--- src/rtl/round_sgf_stage.sv ---
// round_sgf_stage: applies the rounding increment to a truncated significand and renormalises on carry.
module round_sgf_stage #(
   parameter int W_Exp = 8,
   parameter int W_Sgf = 23
) (
   input  logic                     clk,
   input  logic                     rst_n,
   input  logic                     start_i,
   input  logic                     sgn_i,
   input  logic [W_Exp-1:0]         exp_i,
   input  logic [W_Sgf:0]           sgf_i,
   input  logic                     ctrl_i,
   output logic [W_Exp+W_Sgf:0]     result_o,
   output logic                     ready_o,
   output logic                     busy_o,
   output logic                     overflow_o
);
   typedef enum logic [1:0] {IDLE, ROUND, NORM, DONE} state_t;
   state_t state, state_n;
   logic               sgn_r, ctrl_r;
   logic [W_Exp-1:0]   exp_r, exp_inc, exp_n;
   logic [W_Sgf:0]     sgf_r;
   logic [W_Sgf+1:0]   sum_r;
   logic [W_Sgf-1:0]   frac_n;
   logic               carry, special, ovf_n;
   always_comb begin
      state_n = (state == IDLE)  ? (start_i ? ROUND : IDLE) :
                (state == ROUND) ? NORM :
                (state == NORM)  ? DONE : IDLE;
      exp_inc = exp_r + 1'b1;
      carry   = sum_r[W_Sgf+1];
      special = &exp_r;
      ovf_n   = !special && carry && (&exp_inc);
      exp_n   = (!special && carry) ? exp_inc : exp_r;
      frac_n  = ovf_n   ? '0 :
                special ? sgf_r[W_Sgf-1:0] :
                carry   ? sum_r[W_Sgf:1] : sum_r[W_Sgf-1:0];
   end
   assign ready_o = (state == DONE);
   assign busy_o  = (state != IDLE);
   always_ff @(posedge clk) begin
      if (!rst_n) begin
         state      <= IDLE;
         sgn_r      <= 1'b0;
         ctrl_r     <= 1'b0;
         exp_r      <= '0;
         sgf_r      <= '0;
         sum_r      <= '0;
         result_o   <= '0;
         overflow_o <= 1'b0;
      end else begin
         state <= state_n;
         if (state == IDLE && start_i) begin
            sgn_r  <= sgn_i;
            exp_r  <= exp_i;
            sgf_r  <= sgf_i;
            ctrl_r <= ctrl_i;
         end
         if (state == ROUND)
            sum_r <= {1'b0, sgf_r} + {{(W_Sgf+1){1'b0}}, ctrl_r};
         if (state == NORM) begin
            result_o   <= {sgn_r, exp_n, frac_n};
            overflow_o <= ovf_n;
         end
      end
   end
endmodule

--- config.mk ---
export PLATFORM = sky130hd
export DESIGN_NAME = round_sgf_stage
export DESIGN_NICKNAME = d
export VERILOG_FILES = /design/src/rtl/round_sgf_stage.sv
export SDC_FILE = /design/constraint.sdc
export NUM_CORES = 1
export LEC_CHECK = 0
export BUFFER_PORTS_ARGS = -buffer_cell sky130_fd_sc_hd__buf_2
export CELL_PAD_IN_SITES_DETAIL_PLACEMENT = 1
export CELL_PAD_IN_SITES_GLOBAL_PLACEMENT = 1
export CORE_MARGIN = 2
export CORE_UTILIZATION = 48
export CTS_BUF_LIST = sky130_fd_sc_hd__clkbuf_4
export CTS_CLUSTER_DIAMETER = 40
export DETAILED_ROUTE_END_ITERATION = 7
export MAX_ROUTING_LAYER = met4
export PLACE_DENSITY_LB_ADDON = 0.1
export SLEW_MARGIN = 20
export SYNTH_ARGS = -nofsm -noshare
export SYNTH_HDL_FRONTEND = slang
export SYNTH_SLANG_ARGS = --single-unit
--- constraint.sdc ---
create_clock -name clk -period 5.8 [get_ports clk]
set_clock_uncertainty 0.05 [all_clocks]
set_input_delay 1.45 -clock clk [delete_from_list [all_inputs] [get_ports clk]]
set_output_delay 1.45 -clock clk [all_outputs]
set_load 0.01 [all_outputs]
==> flow_metrics.tcl <==
set metrics [dict create \
    synth_edf_count 0 \
    first_global_vias 4106 \
    rows 35 \
    power_mw 1.14 \
    drive_gt1_frac 0.235 \
    grt_max_degree 54 \
    whs_ps 421 \
    r2r_end "result_o[22]" \
    dr.pass1.iters 4 \
    fin_crit_ps 3080 \
    power_density_mw_per_mm2 221 \
    synthToLayoutAreaGrowth_pct 10.5 \
    gp_congestion 0.782 \
    cts_htree_levels 3 \
    ctsResizeCount 0 \
    outcome "finished, final reports clean" \
    critical_path.endpoint "result_o[22]" \
    async_flop_share 0 \
    worstPathArrival_ps 3410 \
    syn-cell-area_mm2 0.00464 \
    drc 0 \
    start_util 0.498 \
    worst_pin_slew_ps 981 \
    cp_top_family "simple AND/OR/NAND/NOR gates" \
    synth_adder_area_share 0.0243 \
    startpoint_type "input pin" \
    syn_nets 575 \
    synth_cells 529 \
    drt_iter0_drc 115 \
    slew-limit-headroom 0.346 \
    yosys.area.top_type_share 0.406 \
    totalWireLength_um 11900 \
    ctsRootBufferMaster "clkbuf_4" \
    avgSynthCellArea_um2 8.77 \
    crit_chain "buf_2, and2_1, a32o_1" \
    cts_setup_buffers 0 \
    cts_hold_buf 0 \
    r2r_slack_ps 3420 \
    cts_tree "done" \
    synth_seq_cells 94 \
    vias 4014 \
    fill_cells 1160 \
    path_depth 3 \
    core_area_mm2 0.00933 \
    num_antenna_cells 0 \
    r2r_start "exp_r[1]" \
    clock_sinks 94 \
    ys_warn_count 0 \
    crit_fanout 53 \
    synth_mux_area_frac 0.121 \
    vias_per_cell 5.67 \
    grt.overflow.total 0 \
    slowest_stage "and2_1" \
    max_stage_delay_ps 890 \
    grt_pass1_wl_um 20000 \
    fin_tns_setup_ps 0 \
    synth_ff_type "dfxtp_1" \
    finalSetupViolations 0 \
    nets 620 \
    drt.antenna.violating_nets 0 \
    dieHeight_um 102 \
    cp_num_buf_inv 1 \
    synthDistinctLibCells 44 \
    clockBufferDepth 2 \
    fmax_ghz 0.325 \
    hpwl_um 7820 \
    io_buffers 71 \
    grt_setup_unrepaired "false" \
    cp-end-kind "register" \
    die-area_mm2 0.0105 \
    num_io_pins 72 \
    synthTopCellsByArea "dfxtp_1 41%, mux2_2 9.5%, nand2_1 6.6%, a21oi_1 5.4%, a32o_1 4.7%" \
    drv_slew 0 \
    yosysMostFrequentCell "dfxtp_1" \
    ir_worst_vdd_mv 0.123 \
    cts_buffers 9 \
    crit_required_ps 6130 \
    crit_type "in -> reg" \
    synthTopCellsByCount "94 x dfxtp_1, 81 x nand2_1, 50 x a21oi_1, 39 x mux2_2, 33 x clkbuf_1" \
    yosysSeqAreaShare 0.406 \
    synth_compound_area_frac 0.177 \
    synth_top_family_by_area "simple AND/OR/NAND/NOR gates" \
    synth_xor_area_frac 0.0359 \
    p_leak_nw 2.03 \
    clk_latency_ps 450 \
    cts.reportedPaths.clkPinSlew_ps 150 \
    startpoint "rst_n" \
    hold_path.class "reg -> reg" \
    grt.total_usage 0.249 \
    yosys.area_share.simple 0.186 \
    chipWidth_um 102 \
    yosys.area.top_type "dfxtp_1" \
    min_period_over_period 0.531 \
    antenna_found_initial 0 \
    finalHoldViolations 0 \
    maxCapViolations 0 \
    wire_per_inst_um 16.8 \
    reg2reg_depth 5 \
]
-- metrics by stage --
stage | cells | util | setup WS [ps] | cell area [µm²]
after floorplan | 529 | - | 3270 | 4640
after global placement | 692 | 0.538 | 2380 | 5020
after global routing | 708 | 0.550 | 2610 | 5130
after detailed placement | 692 | 0.538 | 2310 | 5020
final | 708 | 0.550 | 2720 | 5130
after CTS | 708 | 0.550 | 2780 | 5130
-- registers in the layout, summed over array words and instances, names as in the netlist --
signal,flops
result_o,32
sum_r,25
sgf_r,24
exp_r,8
state,2
ctrl_r,1
overflow_o,1
sgn_r,1
-- layout make-up --
cell class	instances	area, µm²	share of cell area
Multi-Input combinational cell	378	2520	0.492
Sequential cell	94	1880	0.367
Timing Repair Buffer	77	400	0.0781
Tap cell	129	161	0.0315
Clock buffer	9	67.6	0.0132
Inverter	14	52.6	0.0102
Clock inverter	7	41.3	0.00805
-- worst min-delay path by stage --
| stage | end | cells after the start | from |
|---|---|---|---|
| 5_1_grt | sgn_r | 2 | sgn_r |
| 4_1_cts | sgn_r | 2 | sgn_r |
| 3_3_place_gp | sgn_r | 2 | sgn_r |
| 3_5_place_dp | sgn_r | 2 | sgn_r |
| 6_report | sgn_r | 2 | sgn_r |
| 2_1_floorplan | sgn_r | 2 | sgn_r |
-- power by group --
part | internal (mW) | leakage (nW) | switching (mW) | total (mW)
clock | 0.0844 | 0.0551 | 0.229 | 0.313
combinational | 0.0515 | 1.20 | 0.0656 | 0.117
sequential | 0.673 | 0.766 | 0.0321 | 0.705
-- cell usage in the layout, fill, tap and decap left out, drive strengths merged, types with 3 or more instances in the layout --
master | synthesis | layout
and4 | 5 | 5
mux2 | 39 | 39
clkinv | 0 | 4
a31oi | 8 | 8
dfxtp | 94 | 94
a32o | 22 | 22
or4 | 6 | 6
a21oi | 50 | 50
a311oi | 3 | 3
ha | 9 | 9
clkbuf | 33 | 9
nand2 | 81 | 81
nor4 | 5 | 5
mux2i | 12 | 12
nor2 | 10 | 10
buf | 10 | 77
inv | 14 | 14
o21ai | 29 | 29
nand4 | 8 | 8
nand3 | 15 | 15
nand3b | 3 | 3
xnor2 | 9 | 9
nor2b | 22 | 22
xor2 | 10 | 10
or3 | 3 | 3
o31ai | 5 | 5
clkinvlp | 0 | 3
a211oi | 4 | 4
and3 | 4 | 4
-- logic make-up after synthesis --
kind of cell / after synthesis
AOI/OAI and AO/OA: 128
xor gates and xnor gates: 19
adders and majority gates: 9
buffers and inverters: 57
DFF: 94
muxes: 51
and+or+nand+nor: 171
-- worst min-delay path, stage by stage (launching register included) --
cell,delay (ps)
dfxtp_1,340
nand2_1,50
a21oi_1,50
-- metal layers --
metal  wire length [µm]  global-route usage  vias to the layer above
li1                   -                   -                     1976
met1               5490               0.298                     1943
met2               5860               0.434                       74
met3                390              0.0294                       21
met4                180              0.0862                        0
met5                  0                   -                        -
Note: power is estimated with default switching activity, not from simulation.
